--- src/rtl/fsk_mod_pkg.sv ---
`default_nettype none
// ============================================================================
//  Module      : fsk_mod_pkg
//  Description : Shared definitions for the FSK modulator: channel index
//                width, BLE channel-index to RF-channel map, synthesizer
//                frequency base constants and modulator state encodings.
//  Revision    : 1.0 - initial release
// ============================================================================
package fsk_mod_pkg;

    // Width of the BLE channel index presented to the modulator.
    localparam int c_CH_IDX_W = 6;

    // Synthesizer offsets are expressed in kHz above 2400 MHz.
    // RF channel k sits at 2402 + 2k MHz, i.e. 2000 + 2000*k kHz.
    localparam int unsigned c_BASE_KHZ    = 32'd2000;
    localparam int unsigned c_RF_STEP_KHZ = 32'd2000;

    // Modulator sequencing states, explicitly encoded on 3 bits.
    typedef enum logic [2:0] {
        ST_OFF     = 3'd0,
        ST_PA_UP   = 3'd1,
        ST_ACTIVE  = 3'd2,
        ST_TAIL    = 3'd3,
        ST_PA_DOWN = 3'd4
    } fsk_state_t;

    // BLE channel index -> RF channel number. Data channels skip the
    // advertising slots (RF 0, 12, 39); indices 37..39 are the advertising
    // channels themselves. Out-of-range indices fall back to RF 0.
    function automatic int unsigned ch_to_rf(input int unsigned idx);
        int unsigned rf;
        if (idx <= 32'd10) begin
            rf = idx + 32'd1;
        end else if (idx <= 32'd36) begin
            rf = idx + 32'd2;
        end else if (idx == 32'd38) begin
            rf = 32'd12;
        end else if (idx == 32'd39) begin
            rf = 32'd39;
        end else begin
            rf = 32'd0;
        end
        return rf;
    endfunction

    // Channel centre frequency in kHz above 2400 MHz.
    function automatic int unsigned ch_center_khz(input int unsigned idx);
        return c_BASE_KHZ + c_RF_STEP_KHZ * ch_to_rf(idx);
    endfunction

endpackage
`default_nettype wire

--- src/rtl/fsk_mod_fifo.sv ---
`default_nettype none
// ============================================================================
//  Module      : fsk_mod_fifo
//  Description : Synchronous single-bit FIFO, depth 2**AW. Decouples the
//                upstream bit strobes from the modulator bit timer.
//                A push into a full FIFO succeeds only when a pop happens in
//                the same cycle; otherwise it is ignored (the caller flags
//                the overflow). Flush empties the FIFO in one cycle.
//  Ports       : clk, rst       clock, synchronous active-high reset
//                i_flush        empty the FIFO (same effect as rst)
//                i_push, i_din  write strobe and data bit
//                i_pop          read strobe (ignored when empty)
//                o_dout         bit at the head of the FIFO
//                o_full,o_empty occupancy flags
//  Revision    : 1.0 - initial release
// ============================================================================
module fsk_mod_fifo #(
    parameter int AW = 2
) (
    input  logic clk,
    input  logic rst,
    input  logic i_flush,
    input  logic i_push,
    input  logic i_din,
    input  logic i_pop,
    output logic o_dout,
    output logic o_full,
    output logic o_empty
);

    localparam int c_DEPTH = 1 << AW;

    logic [c_DEPTH-1:0] r_mem;
    logic [AW-1:0]      r_wr_ptr;
    logic [AW-1:0]      r_rd_ptr;
    logic [AW:0]        r_count;

    logic               w_do_pop;
    logic               w_do_push;

    assign o_full    = (r_count == (AW+1)'(c_DEPTH));
    assign o_empty   = (r_count == '0);
    assign o_dout    = r_mem[r_rd_ptr];

    // A pop frees the slot the simultaneous push needs, so a full FIFO
    // still accepts a write when it is being read in the same cycle.
    assign w_do_pop  = i_pop && !o_empty;
    assign w_do_push = i_push && (!o_full || w_do_pop);

    always_ff @(posedge clk) begin
        if (rst || i_flush) begin
            r_wr_ptr <= '0;
            r_rd_ptr <= '0;
            r_count  <= '0;
        end else begin
            if (w_do_push) begin
                r_wr_ptr <= r_wr_ptr + AW'(1);
            end
            if (w_do_pop) begin
                r_rd_ptr <= r_rd_ptr + AW'(1);
            end
            case ({w_do_push, w_do_pop})
                2'b10:   r_count <= r_count + (AW+1)'(1);
                2'b01:   r_count <= r_count - (AW+1)'(1);
                default: r_count <= r_count;
            endcase
        end
    end

    // Storage needs no reset: the occupancy count guards every read.
    always_ff @(posedge clk) begin
        if (w_do_push) begin
            r_mem[r_wr_ptr] <= i_din;
        end
    end

endmodule
`default_nettype wire

--- src/rtl/fsk_mod.sv ---
`default_nettype none
// ============================================================================
//  Module      : fsk_mod
//  Description : Transmit-side FSK modulator. Buffers transmitter bits in a
//                small FIFO and turns them into a paced stream of
//                synthesizer frequency words with a linear ramp at every
//                bit transition, framed by PA warm-up and cool-down phases.
//  Ports       : clk, rst     clock, synchronous active-high reset
//                en           block enable; low aborts, flushes and idles
//                ch_idx       BLE channel index, latched when leaving OFF
//                tx, tx_valid transmitter bit and one-cycle strobe
//                freq_word    kHz offset above 2400 MHz
//                freq_valid   freq_word is meaningful
//                pa_en        power-amplifier enable
//                busy         sequencer not in OFF
//                ovf          sticky: a bit was dropped on a full FIFO
//  Revision    : 1.0 - initial release
// ============================================================================
module fsk_mod
    import fsk_mod_pkg::*;
#(
    parameter int BIT_CYCLES = 16,
    parameter int RAMP_STEPS = 4,
    parameter int DEV_KHZ    = 250,
    parameter int PA_CYCLES  = 32,
    parameter int FIFO_AW    = 2,
    parameter int FREQ_W     = 17,
    parameter int CH_IDX_W   = c_CH_IDX_W
) (
    input  logic                clk,
    input  logic                rst,
    input  logic                en,
    input  logic [CH_IDX_W-1:0] ch_idx,
    input  logic                tx,
    input  logic                tx_valid,
    output logic [FREQ_W-1:0]   freq_word,
    output logic                freq_valid,
    output logic                pa_en,
    output logic                busy,
    output logic                ovf
);

    // ------------------------------------------------------------------
    // Parameter sanity
    // ------------------------------------------------------------------
    if (RAMP_STEPS < 1 || (RAMP_STEPS & (RAMP_STEPS - 1)) != 0) begin : g_bad_ramp_pow2
        $error("fsk_mod: RAMP_STEPS must be a power of 2");
    end
    if (RAMP_STEPS > BIT_CYCLES) begin : g_bad_ramp_len
        $error("fsk_mod: RAMP_STEPS must not exceed BIT_CYCLES");
    end

    // ------------------------------------------------------------------
    // Derived constants
    // ------------------------------------------------------------------
    localparam int c_CNT_MAX = (BIT_CYCLES > PA_CYCLES) ? BIT_CYCLES : PA_CYCLES;
    localparam int c_CNT_W   = (c_CNT_MAX > 1) ? $clog2(c_CNT_MAX) : 1;
    localparam int c_RAMP_SH = $clog2(RAMP_STEPS);
    // Counter value during which the final (snapping) ramp step is taken.
    // The first step is taken on the boundary edge itself, so in-period
    // steps run at counts 0 .. RAMP_STEPS-2.
    localparam int c_SNAP_AT = RAMP_STEPS - 2;

    localparam logic [c_CNT_W-1:0] c_BIT_LAST = c_CNT_W'(BIT_CYCLES - 1);
    localparam logic [c_CNT_W-1:0] c_PA_LAST  = c_CNT_W'(PA_CYCLES - 1);

    // ------------------------------------------------------------------
    // Declarations
    // ------------------------------------------------------------------
    fsk_state_t                 r_state;
    fsk_state_t                 w_state_nx;
    logic [c_CNT_W-1:0]         r_cnt;
    logic [c_CNT_W-1:0]         w_cnt_nx;
    logic [FREQ_W-1:0]          r_freq;
    logic [FREQ_W-1:0]          w_freq_nx;
    logic [FREQ_W-1:0]          r_tgt;
    logic [FREQ_W-1:0]          w_tgt_nx;
    logic [FREQ_W-1:0]          r_center;
    logic [FREQ_W-1:0]          w_center_nx;
    logic signed [FREQ_W:0]     r_step;
    logic signed [FREQ_W:0]     w_step_nx;
    logic                       r_ovf;

    logic [FREQ_W-1:0]          w_center_in;
    logic [FREQ_W-1:0]          w_bit_tgt;
    logic [FREQ_W-1:0]          w_start_tgt;
    logic signed [FREQ_W:0]     w_diff;
    logic signed [FREQ_W:0]     w_step_new;
    logic [FREQ_W-1:0]          w_start_next;
    logic [FREQ_W-1:0]          w_ramp_next;
    logic                       w_start;
    logic                       w_ramp_live;
    logic                       w_pop;

    logic                       w_fifo_dout;
    logic                       w_fifo_full;
    logic                       w_fifo_empty;

    // ------------------------------------------------------------------
    // Bit FIFO
    // ------------------------------------------------------------------
    fsk_mod_fifo #(
        .AW      (FIFO_AW)
    ) u_fifo (
        .clk     (clk),
        .rst     (rst),
        .i_flush (!en),
        .i_push  (tx_valid && en),
        .i_din   (tx),
        .i_pop   (w_pop),
        .o_dout  (w_fifo_dout),
        .o_full  (w_fifo_full),
        .o_empty (w_fifo_empty)
    );

    // ------------------------------------------------------------------
    // Ramp datapath
    // ------------------------------------------------------------------
    assign w_center_in = FREQ_W'(ch_center_khz(32'(ch_idx)));
    assign w_bit_tgt   = w_fifo_dout ? (r_center + FREQ_W'(DEV_KHZ))
                                     : (r_center - FREQ_W'(DEV_KHZ));

    // At a period boundary the next target is the popped bit, or the
    // centre when the FIFO has run dry (entering TAIL).
    assign w_start_tgt = w_fifo_empty ? r_center : w_bit_tgt;

    // Step is fixed for the whole ramp, derived from the value at the
    // start of the period; arithmetic shift keeps the sign for falling ramps.
    assign w_diff       = $signed({1'b0, w_start_tgt}) - $signed({1'b0, r_freq});
    assign w_step_new   = w_diff >>> c_RAMP_SH;
    assign w_start_next = FREQ_W'($signed({1'b0, r_freq}) + w_step_new);
    assign w_ramp_next  = FREQ_W'($signed({1'b0, r_freq}) + r_step);

    assign w_pop = w_start && !w_fifo_empty && en;

    // ------------------------------------------------------------------
    // Sequencer: next state and datapath control
    // ------------------------------------------------------------------
    always_comb begin
        w_state_nx  = r_state;
        w_cnt_nx    = r_cnt + c_CNT_W'(1);
        w_freq_nx   = r_freq;
        w_tgt_nx    = r_tgt;
        w_step_nx   = r_step;
        w_center_nx = r_center;
        w_start     = 1'b0;
        w_ramp_live = 1'b0;

        case (r_state)
            ST_OFF: begin
                w_cnt_nx = '0;
                if (tx_valid) begin
                    w_state_nx  = ST_PA_UP;
                    w_center_nx = w_center_in;
                    w_freq_nx   = w_center_in;
                end
            end

            ST_PA_UP: begin
                if (r_cnt == c_PA_LAST) begin
                    w_state_nx = ST_ACTIVE;
                    w_start    = 1'b1;
                end
            end

            ST_ACTIVE: begin
                if (r_cnt == c_BIT_LAST) begin
                    w_start = 1'b1;
                    if (w_fifo_empty) begin
                        w_state_nx = ST_TAIL;
                    end
                end else begin
                    w_ramp_live = 1'b1;
                end
            end

            ST_TAIL: begin
                if (r_cnt == c_BIT_LAST) begin
                    if (!w_fifo_empty) begin
                        w_state_nx = ST_ACTIVE;
                        w_start    = 1'b1;
                    end else begin
                        w_state_nx = ST_PA_DOWN;
                        w_freq_nx  = r_center;
                        w_cnt_nx   = '0;
                    end
                end else begin
                    w_ramp_live = 1'b1;
                end
            end

            ST_PA_DOWN: begin
                if (r_cnt == c_PA_LAST) begin
                    if (!w_fifo_empty) begin
                        // Bits arrived while cooling down: warm up again.
                        w_state_nx = ST_PA_UP;
                        w_freq_nx  = r_center;
                        w_cnt_nx   = '0;
                    end else begin
                        w_state_nx = ST_OFF;
                        w_freq_nx  = '0;
                    end
                end
            end

            default: begin
                w_state_nx = ST_OFF;
                w_freq_nx  = '0;
            end
        endcase

        // In-period ramp: accumulate the fixed step, snapping exactly onto
        // the target on the last step so truncation never leaves a residue.
        if (w_ramp_live && (int'(r_cnt) <= c_SNAP_AT)) begin
            if (int'(r_cnt) == c_SNAP_AT) begin
                w_freq_nx = r_tgt;
            end else begin
                w_freq_nx = w_ramp_next;
            end
        end

        // New period: latch target and step, and take the first step now.
        if (w_start) begin
            w_tgt_nx  = w_start_tgt;
            w_step_nx = w_step_new;
            w_freq_nx = w_start_next;
            w_cnt_nx  = '0;
        end

        // Disable overrides everything.
        if (!en) begin
            w_state_nx  = ST_OFF;
            w_cnt_nx    = '0;
            w_freq_nx   = '0;
            w_tgt_nx    = '0;
            w_step_nx   = '0;
            w_center_nx = r_center;
        end
    end

    always_ff @(posedge clk) begin
        if (rst) begin
            r_state  <= ST_OFF;
            r_cnt    <= '0;
            r_freq   <= '0;
            r_tgt    <= '0;
            r_step   <= '0;
            r_center <= '0;
        end else begin
            r_state  <= w_state_nx;
            r_cnt    <= w_cnt_nx;
            r_freq   <= w_freq_nx;
            r_tgt    <= w_tgt_nx;
            r_step   <= w_step_nx;
            r_center <= w_center_nx;
        end
    end

    // Sticky overflow: a strobe met a full FIFO that was not being read.
    always_ff @(posedge clk) begin
        if (rst || !en) begin
            r_ovf <= 1'b0;
        end else if (tx_valid && w_fifo_full && !w_pop) begin
            r_ovf <= 1'b1;
        end
    end

    // ------------------------------------------------------------------
    // Outputs
    // ------------------------------------------------------------------
    assign freq_valid = (r_state != ST_OFF);
    assign busy       = (r_state != ST_OFF);
    assign pa_en      = (r_state == ST_PA_UP) || (r_state == ST_ACTIVE) ||
                        (r_state == ST_TAIL);
    assign freq_word  = freq_valid ? r_freq : '0;
    assign ovf        = r_ovf;

endmodule
`default_nettype wire
--- config.mk ---
export PLATFORM = sky130hd
export DESIGN_NAME = fsk_mod
export DESIGN_NICKNAME = d
export VERILOG_FILES = /design/src/rtl/fsk_mod_pkg.sv /design/src/rtl/fsk_mod_fifo.sv /design/src/rtl/fsk_mod.sv
export SDC_FILE = /design/constraint.sdc
export NUM_CORES = 1
export LEC_CHECK = 0
export CAP_MARGIN = 0
export CORE_MARGIN = 2
export CORE_UTILIZATION = 25
export DETAILED_ROUTE_END_ITERATION = 7
export PLACE_DENSITY_LB_ADDON = 0.2
export SLEW_MARGIN = 20
export SYNTH_ARGS = -nofsm -noshare
export SYNTH_HDL_FRONTEND = slang
export SYNTH_SLANG_ARGS = --single-unit
--- constraint.sdc ---
create_clock -name clk -period 18.1 [get_ports clk]
set_clock_uncertainty 0.2 [all_clocks]
set_input_delay 2.715 -clock clk [delete_from_list [all_inputs] [get_ports clk]]
set_output_delay 2.715 -clock clk [all_outputs]
set_load 0.1 [all_outputs]
Word-level counts from Yosys, hierarchy flattened --
Index checks and enable logic that the tools add are counted.
Storage, ports and cells: bits in registers 87, input bits 11, output and inout port bits 21, word-level logic and storage cells 126
Cells by class: add/sub/neg operators 13, multiply operators 1, $lt $le $gt $ge 6, eq/ne operators 23, multiplexer cells 43, bitwise gates (word level) 1, reductions and logical operators 28
Operators by type and width (number):
- 17-bit 2-to-1 mux | 11
- 17-bit case mux with 4 select lines | 1
- 17-bit by 16-bit adder with 17-bit output | 2
- 7-bit by 32-bit multiplier with 13-bit output (first input constant) | 1
- 32-bit 2-to-1 mux | 1
- 3-bit 2-to-1 mux | 7
- 5-bit 2-to-1 mux | 4
- 17-bit by 17-bit subtractor with 18-bit output | 1
- 11-bit by 17-bit adder with 17-bit output (first input constant) | 1
- 17-bit by 8-bit adder with 17-bit output (second input constant) | 1
- 17-bit by 8-bit subtractor with 17-bit output (second input constant) | 1
- 3-bit case mux with 5 select lines | 1
- 5-bit case mux with 3 select lines | 1
- 6-bit == test (second input constant) | 2
- 6-bit 2-to-1 mux | 2
- 4-bit != test (second input constant) | 3
- 2-bit != test (second input constant) | 5
- 1-bit logical AND | 9
- 1-bit 2-to-1 mux | 9
- 6-bit by 1-bit adder with 7-bit output (second input constant) | 1
- 6-bit by 2-bit adder with 7-bit output (second input constant) | 1
- 7-bit 2-to-1 mux | 1
- 3-bit by 2-bit == test with 1-bit output (second input constant) | 2
- 3-bit == test (second input constant) | 2
- other kinds (34) | 45

Logic depth before layout (Yosys ltp) --
Gate-level depths: netlist (run 1).
word-level depth 11, gate-level depth with buffers 25

Hierarchy --
A second synthesis (run 1) with hierarchy kept.
Second synthesis, totals: cell total of the unflattened synthesis 1073, area, all modules 8343.0 µm²
Modules (own cells, without submodules):
- fsk_mod | instances 1, cells an instance 1014, area each 7731.2 µm²
- fsk_mod_fifo | instances 1, cells an instance 59, area each 611.8 µm²

Least setup slack after synthesis (run 1) --
OpenSTA, ideal clock, no wires.
kind input-to-reg, start point input port ch_idx[0], end point register r_freq[14], setup time 0.132 ns, data arrival time 8.315 ns, data required time 17.768 ns, slack 9.453 ns, stages on the path 24, path buffers 1, path through inv_1 > ha_1 > and2b_1 > o21ai_2 > and2_4 > buf_6 > a21oi_1 > nor2_1 > a211oi_1 > inv_1 > fa_1 > fa_1 > fa_1 > inv_1 > ha_1 > ha_1 > a21o_1 > a221oi_1 > xnor2_1 > nor3_1 > xnor2_1 > nor2_1 > a2111oi_0 > nor3_1
On the way: word-level cells in the longest chain between the ends 11, elaborated cells between the ends (all ways) 16
Ends and longest elaborated chain:
- start, declared | RTL line fsk_mod.sv:33 | input logic [CH_IDX_W-1:0] ch_idx,
- branches (longest 4 deep; another with 6-bit by 2-bit adder with 7-bit output)
- 32-bit 2-to-1 mux (*) | RTL line fsk_mod_pkg.sv:33 | if (idx <= 32'd10) begin
- 7-bit by 32-bit multiplier with 13-bit output (*) | RTL line fsk_mod_pkg.sv:49 | return c_BASE_KHZ + c_RF_STEP_KHZ * ch_to_rf(idx);
- 11-bit by 17-bit adder with 17-bit output (*) | RTL line fsk_mod_pkg.sv:49
- 17-bit 2-to-1 mux (*) | RTL line fsk_mod.sv:152 | if (tx_valid) begin
- 17-bit case mux with 4 select lines (*) | RTL line fsk_mod.sv:149 | case (r_state)
- 17-bit 2-to-1 mux (*) | RTL line fsk_mod.sv:214 | if (w_ramp_live && (int'(r_cnt) <= c_SNAP_AT)) begin
- 17-bit 2-to-1 mux (*) | RTL line fsk_mod.sv:223 | if (w_start) begin
- end signal, assigned | RTL line fsk_mod.sv:252 | r_freq <= w_freq_nx;
- end, declared | RTL line fsk_mod.sv:74 | logic [FREQ_W-1:0] r_freq;
Mark *: on every way between the ends. The select of a mux whose other input is x is not followed. A chain may end at the register's enable or synchronous reset.

Worst setup path in the final report (run 1) --
start point input port ch_idx[2], end point register r_freq[14]
The elaborated chain is that of the path after synthesis.

==> impl_metrics.env, run 1 <==
export IMPL_vias=7014
export IMPL_reg2reg_from="u_fifo.r_rd_ptr[0]"
export IMPL_cts_root_buf="clkbuf_16"
export IMPL_numCtsBuffers=9
export IMPL_clk_pin_slew_ns=0.07
export IMPL_whs_path_depth=2
export IMPL_post_cts_buffers=0
export IMPL_remaining_drc_errors=0
export IMPL_worstSetupEndpointType="register"
export IMPL_drt_pass1_iterations=5
export IMPL_port_buffers=31
export IMPL_ir_drop_uv=58.9
export IMPL_netlist_top_cells_count="112 x nor2_1, 106 x nand2_1, 105 x ha_1"
export IMPL_syn_area_mm2=0.00801
export IMPL_rows=65
export IMPL_track_usage_pct=13.8
export IMPL_rr_worst_depth=25
export IMPL_gr_total_overflow=0
export IMPL_switching_share_pct=46.5
export IMPL_netlist_instances=1012
export IMPL_setup_viol=0
export IMPL_synth_edf_count=4
export IMPL_r2r_slack_ns=11.52
export IMPL_hold_path_class="register to register"
export IMPL_ys_types=78
export IMPL_maxCapViolCount=0
export IMPL_max_slew_margin_pct=34.9
export IMPL_seqPwrFrac_pct=17.2
export IMPL_routed_wl_um=22600
export IMPL_dpl_hpwl_um=17300
export IMPL_clk_latency_ns=0.35
export IMPL_antenna_found_initial=0
export IMPL_post_cts_resize_count=0
export IMPL_max_freq_mhz=108
export IMPL_tightest_slew_ns=0.974
export IMPL_synth_avg_cell_area_um2=7.91
export IMPL_finalSetupTns_ns=0
export IMPL_io_pin_count=32
export IMPL_p_per_area_mw_per_mm2=134
export IMPL_yosysWarnings=0
export IMPL_r2r_end="r_freq[16]"
export IMPL_die_w_um=183
export IMPL_post_route_period_util_pct=51.0
export IMPL_crit_type="input port to register"
export IMPL_cellLeakagePower_nw=3.76
export IMPL_report_final_slew_viol_count=0
export IMPL_ys_ff_latch=82
export IMPL_synth_area_leaders="dfxtp_1 20%, ha_1 16%, a21oi_1 5.8%"
export IMPL_ant_nets=0
export IMPL_synthArstFlopShare_pct=0
export IMPL_min_to="r_tgt[4]"
export IMPL_ctsHoldBuffers=0
export IMPL_die_h_um=183
export IMPL_yosys_area_top_type_share_pct=19.5
export IMPL_seq_area_frac_synth_pct=21.0
export IMPL_drive_gt1_share_pct=5.39
export IMPL_final_hold_viol_count=0
export IMPL_min_from="r_tgt[4]"
export IMPL_internal_power_w=0.000650
export IMPL_diodes=0
export IMPL_wl_per_cell_um=15.7
export IMPL_drt_initial_drc_count=392
export IMPL_cts_sinks=82
export IMPL_p_switching_w=0.000565
export IMPL_clk_path_buf_depth=2
export IMPL_finalPower_w=0.00122
export IMPL_status="finished, final reports clean"
export IMPL_ys_flop_type="dfxtp_1"
export IMPL_power_frac_clock_pct=17.4
export IMPL_grt_max_degree=52
export IMPL_core_area_mm2=0.0316
export IMPL_comb_power_share_pct=65.4
export IMPL_cts_max_level=3
export IMPL_grt_pass1_vias=6836
export IMPL_syn_to_final_growth_pct=13.7
export IMPL_startpoint_type="input port"
export IMPL_grt_pass1_wl_um=36700
export IMPL_place_congestion=0.820
export IMPL_required_ns=18.11
export IMPL_fp_dieArea_mm2=0.0335
export IMPL_fin_nets=1172
export IMPL_yosysMostFrequentCell="nor2_1"
export IMPL_critical_path_arrival_ns=9.23
export IMPL_cp_max_fo=7
export IMPL_crit_start="ch_idx[2]"
export IMPL_fillers=3391
export IMPL_viasPerCell=4.87
export IMPL_tritoncts="built"
export IMPL_yosys_area_top_type="dfxtp_1"
export IMPL_start_util_pct=25.4
export IMPL_rsz0062_at_grt="no"
export IMPL_period_minus_slack_ns=9.22
[sequential cells by signal, indices dropped and copies added, names as in the netlist]
register / flops
u_fifo.r_mem: 4
r_state: 3
r_cnt: 5
u_fifo.r_wr_ptr: 2
r_tgt: 16
r_freq: 17
ovf: 1
r_center: 13
u_fifo.r_rd_ptr: 2
r_step: 16
u_fifo.r_count: 3
[cell families after synthesis]
kind of cell / after synthesis / synth area share [%]
simple gates: 340 / 19.4
compound gates: 267 / 22.5
fa+ha+maj: 127 / 21.9
buf+inv: 108 / 5.23
flops: 82 / 21.0
xor+xnor: 79 / 8.81
mux: 7 / 1.05
other cells: 2 / 0.0938
[metrics by stage]
| step | instances | setup WS [ns] | utilization [%] | area (µm²) | hold WS, ns |
|---|---|---|---|---|---|
| 5_1_grt | 1441 | 8.35 | 28.9 | 9100 | 0.280 |
| 6_report | 1441 | 8.88 | 28.9 | 9100 | 0.261 |
| 4_1_cts | 1441 | 8.62 | 28.8 | 9100 | 0.260 |
| 3_3_place_gp | 1425 | 8.40 | 27.8 | 8770 | 0.245 |
| 2_1_floorplan | 1016 | 9.45 | - | 8020 | 0.230 |
| 3_5_place_dp | 1425 | 8.26 | 27.8 | 8770 | 0.249 |
[worst max-delay path by stage]
stage,end,slack [ns],cells past startpoint
5_1_grt,r_freq[14],8.35,22
3_5_place_dp,r_freq[14],8.26,24
6_report,r_freq[14],8.88,22
2_1_floorplan,r_freq[14],9.45,24
4_1_cts,r_freq[14],8.62,25
3_3_place_gp,r_freq[14],8.40,24
[critical path: stages]
cell and delay, ns:
clkdlybuf4s50_1 0.63, ha_1 0.22, nand2b_1 0.06, a211o_1 0.32
and2_0 0.26, or2_2 0.34, nor2_1 0.56, ha_1 0.36
inv_1 0.07, fa_1 0.43, fa_1 0.54, inv_1 0.05
fa_1 0.47, ha_1 0.37, and3_1 0.17, a221oi_1 0.37
xnor2_1 0.20, nor3_1 0.39, xnor2_1 0.19, nor2_1 0.06
a2111oi_0 0.38, nor3_1 0.08
[power by group through the flow]
stage | sequential, W | clock, W | combinational [W]
2_1_floorplan | 0.000208 | 0 | 0.000631
3_3_place_gp | 0.000213 | 0 | 0.000794
3_5_place_dp | 0.000213 | 0 | 0.000795
4_1_cts | 0.000209 | 0.000219 | 0.000801
5_1_grt | 0.000211 | 0.000227 | 0.000900
6_report | 0.000209 | 0.000212 | 0.000795
[placed cells by master, fill, tap and decap left out, types with 7 or more instances in the layout]
| master | netlist | layout |
|---|---|---|
| a31o_2 | 7 | 7 |
| nor2_1 | 112 | 111 |
| clkbuf_16 | 0 | 9 |
| o221ai_1 | 15 | 15 |
| xnor2_1 | 41 | 41 |
| nand2b_1 | 8 | 7 |
| a221oi_1 | 8 | 8 |
| a211oi_1 | 17 | 16 |
| a21oi_1 | 92 | 92 |
| a31oi_1 | 11 | 11 |
| and2_1 | 12 | 11 |
| clkdlybuf4s50_1 | 0 | 31 |
| inv_1 | 74 | 74 |
| nor2b_1 | 8 | 8 |
| buf_4 | 1 | 8 |
| o21ai_0 | 34 | 34 |
| nand2_1 | 106 | 106 |
| a21o_1 | 19 | 19 |
| o21a_1 | 14 | 14 |
| dfxtp_1 | 78 | 78 |
| nand3_1 | 22 | 22 |
| fa_1 | 22 | 22 |
| nor3_1 | 28 | 28 |
| and3_1 | 10 | 10 |
| ha_1 | 105 | 105 |
| xor2_1 | 37 | 37 |
[per-layer routing]
metal  up-vias  share of wire, %  routed length (µm)  GRT usage (%)
met1      3276                50               11300           19.2
met4         0               1.1                 250           2.85
li1       3623                 -                   -              -
met2       101                46               10400           22.6
met5         -                 0                   0              0
met3        14               3.0                 679           1.89
[final cells by class]
class                   instances  area (µm²)  share of cell area, %
clock inverters                 7         106                   1.17
inverters                      76         285                   3.13
repair buffers                 39         370                   4.07
clock buffers                   9         225                   2.47
flip-flops and latches         82        1680                   18.5
well taps                     402         503                   5.52
multi-input cells             826        5930                   65.2
Power figures use the tool's default switching activity.
==> inputs of run 2 (changes only) <==
clock period = 7.8 ns   (was 18.1 ns; I/O delays follow)
==> impl_metrics.env, run 2 (synthesized netlist as in run 1, its figures left out) <==
export IMPL_placed_cell_area_mm2=0.00889
export IMPL_fin_hold_ws_ns=0.258
export IMPL_regMostFlops="r_freq"
export IMPL_critical_path_arrival_ns=7.39
export IMPL_wl_per_cell_um=15.7
export IMPL_rows=65
export IMPL_clk_pin_slew_ns=0.07
export IMPL_ant_nets=0
export IMPL_cellLeakagePower_nw=3.84
export IMPL_drive_gt1_share_pct=6.92
export IMPL_numCtsBuffers=9
export IMPL_post_route_period_util_pct=94.0
export IMPL_fp_dieArea_mm2=0.0335
export IMPL_required_ns=7.87
export IMPL_cts_sinks=82
export IMPL_final_util_pct=29.3
export IMPL_port_buffers=31
export IMPL_antenna_found_initial=0
export IMPL_rr_worst_depth=25
export IMPL_ir_drop_uv=174
export IMPL_setup_viol=0
export IMPL_dpl_hpwl_um=17500
export IMPL_largestRegisters="r_freq: 17 flops, r_step: 16 flops, r_tgt: 16 flops"
export IMPL_fin_nets=1188
export IMPL_grt_pass1_vias=6976
export IMPL_post_cts_resize_count=0
export IMPL_cp_common_cell="fa_1"
export IMPL_worstSetupEndpointType="register"
export IMPL_maxCapViolCount=0
export IMPL_max_slew_margin_pct=35.2
export IMPL_stdcell_area_mm2=0.00924
export IMPL_startpoint_type="input port"
export IMPL_r2r_end="r_freq[16]"
export IMPL_cp_max_fo=5
export IMPL_die_w_um=183
export IMPL_grtUsageMet2_pct=23.3
export IMPL_largest_reg_flops=17
export IMPL_start_util_pct=25.4
export IMPL_grt_max_degree=52
export IMPL_crit_start="ch_idx[1]"
export IMPL_die_h_um=183
export IMPL_track_usage_pct=14.0
export IMPL_drt_initial_drc_count=311
export IMPL_tightest_slew_ns=0.969
export IMPL_status="finished, final reports clean"
export IMPL_use_met3_pct=1.37
export IMPL_clk_latency_ns=0.36
export IMPL_viasPerCell=4.82
export IMPL_p_per_area_mw_per_mm2=312
export IMPL_hold_path_class="register to register"
export IMPL_drt_pass1_iterations=4
export IMPL_syn_to_final_growth_pct=15.4
export IMPL_tritoncts="built"
export IMPL_fin_cells=1457
export IMPL_rsz0062_at_grt="no"
export IMPL_io_pin_count=32
export IMPL_gr_usage_met1_pct=19.0
export IMPL_cts_root_buf="clkbuf_16"
export IMPL_max_stage_delay_ns=0.57
export IMPL_gr_total_overflow=0
export IMPL_remaining_drc_errors=0
export IMPL_mostFrequentLayoutCell="nor2_1"
export IMPL_r2r_slack_ns=1.20
export IMPL_report_final_slew_viol_count=0
export IMPL_ctsHoldBuffers=0
export IMPL_core_area_mm2=0.0316
export IMPL_max_freq_mhz=136
export IMPL_busiest_layer="met2"
export IMPL_final_cell_mix="111 x nor2_1, 106 x nand2_1, 105 x ha_1, 92 x a21oi_1, 78 x dfxtp_1"
export IMPL_cts_max_level=3
export IMPL_grt_pass1_wl_um=37400
export IMPL_vias=7026
export IMPL_final_hold_viol_count=0
export IMPL_place_congestion=0.822
export IMPL_worstSetupEndpoint="r_freq[15]"
export IMPL_post_cts_buffers=0
export IMPL_reg2reg_from="u_fifo.r_rd_ptr[0]"
export IMPL_period_minus_slack_ns=7.33
export IMPL_cp_cell_sequence="clkdlybuf4s50_1, inv_1, ha_1, nand2b_1, a211o_1, buf_4, a221oi_1, a21oi_2, and2_1, fa_1, inv_1, fa_1, fa_1, inv_1, fa_1, ha_1, and3_1, a221oi_1, xnor2_1, buf_4, nor4b_2, xor2_1, a221oi_1, a211oi_1"
export IMPL_routed_wl_um=22900
export IMPL_slowest_stage="fa_1"
export IMPL_clk_path_buf_depth=2
export IMPL_crit_type="input port to register"
export IMPL_dp_cells=1441
export IMPL_diodes=0
## run 2: cell types whose count changed in the layout (fill, tap and decap cells not counted)
cell / before / now
a211oi_4: 1 / 2
buf_4: 8 / 24
a211oi_2: 1 / 0
nor3_2: 1 / 2
inv_6: 4 / 2
inv_8: 1 / 2
clkinv_4: 0 / 1
nor3_1: 28 / 27
## run 2: worst min-delay path by stage
stage          slack [ns]  startpoint  cells after the start  endpoint
6_report             0.26    r_tgt[4]                      2  r_tgt[4]
5_1_grt              0.28    r_tgt[2]                      2  r_tgt[2]
4_1_cts              0.26    r_tgt[4]                      2  r_tgt[4]
3_5_place_dp         0.25    r_tgt[4]                      2  r_tgt[4]
3_3_place_gp         0.24    r_tgt[3]                      2  r_tgt[3]
2_1_floorplan        0.23    r_cnt[0]                      1  r_cnt[0]
## run 2: cell type report
cell class	count	area [µm²]
Tap cell	402	503
Sequential cell	82	1680
Clock buffer	9	225
Clock inverter	7	109
Inverter	76	285
Multi-Input combinational cell	826	5950
Timing Repair Buffer	55	490
Fill cell	3385	22300
## run 2: routing by layer
| metal | up-vias | part of all wire, % | wire (µm) |
|---|---|---|---|
| li1 | 3656 | - | - |
| met1 | 3259 | 50 | 11400 |
| met2 | 88 | 46 | 10400 |
| met3 | 23 | 3.0 | 683 |
| met4 | 0 | 1.9 | 428 |
| met5 | - | 0 | 0 |
## run 2: per-stage QoR
stage	worst slack (ns)	total power, W	setup TNS, ns
final	0.470	0.00288	0
after CTS	0.0281	0.00290	0
after detailed placement	-0.327	0.00238	-1.05
after global routing	0.0905	0.00317	0
after global placement	-0.195	0.00237	-0.435
after floorplan	0.698	0.00194	0
## run 2: worst max-delay path: cells and delay by family
| kind | cells | cell delay, ns |
|---|---|---|
| buf+inv | 6 | 0.96 |
| compound gates | 6 | 1.57 |
| simple gates | 4 | 0.68 |
| xor+xnor | 2 | 0.40 |
| fa+ha+maj | 6 | 2.61 |
## run 2: power breakdown
| group | switching, W | internal (W) | total [W] |
|---|---|---|---|
| combinational | 0.00109 | 0.000810 | 0.00189 |
| sequential | 0.0000353 | 0.000450 | 0.000485 |
| clock | 0.000214 | 0.000288 | 0.000503 |
| total | 0.00133 | 0.00155 | 0.00288 |
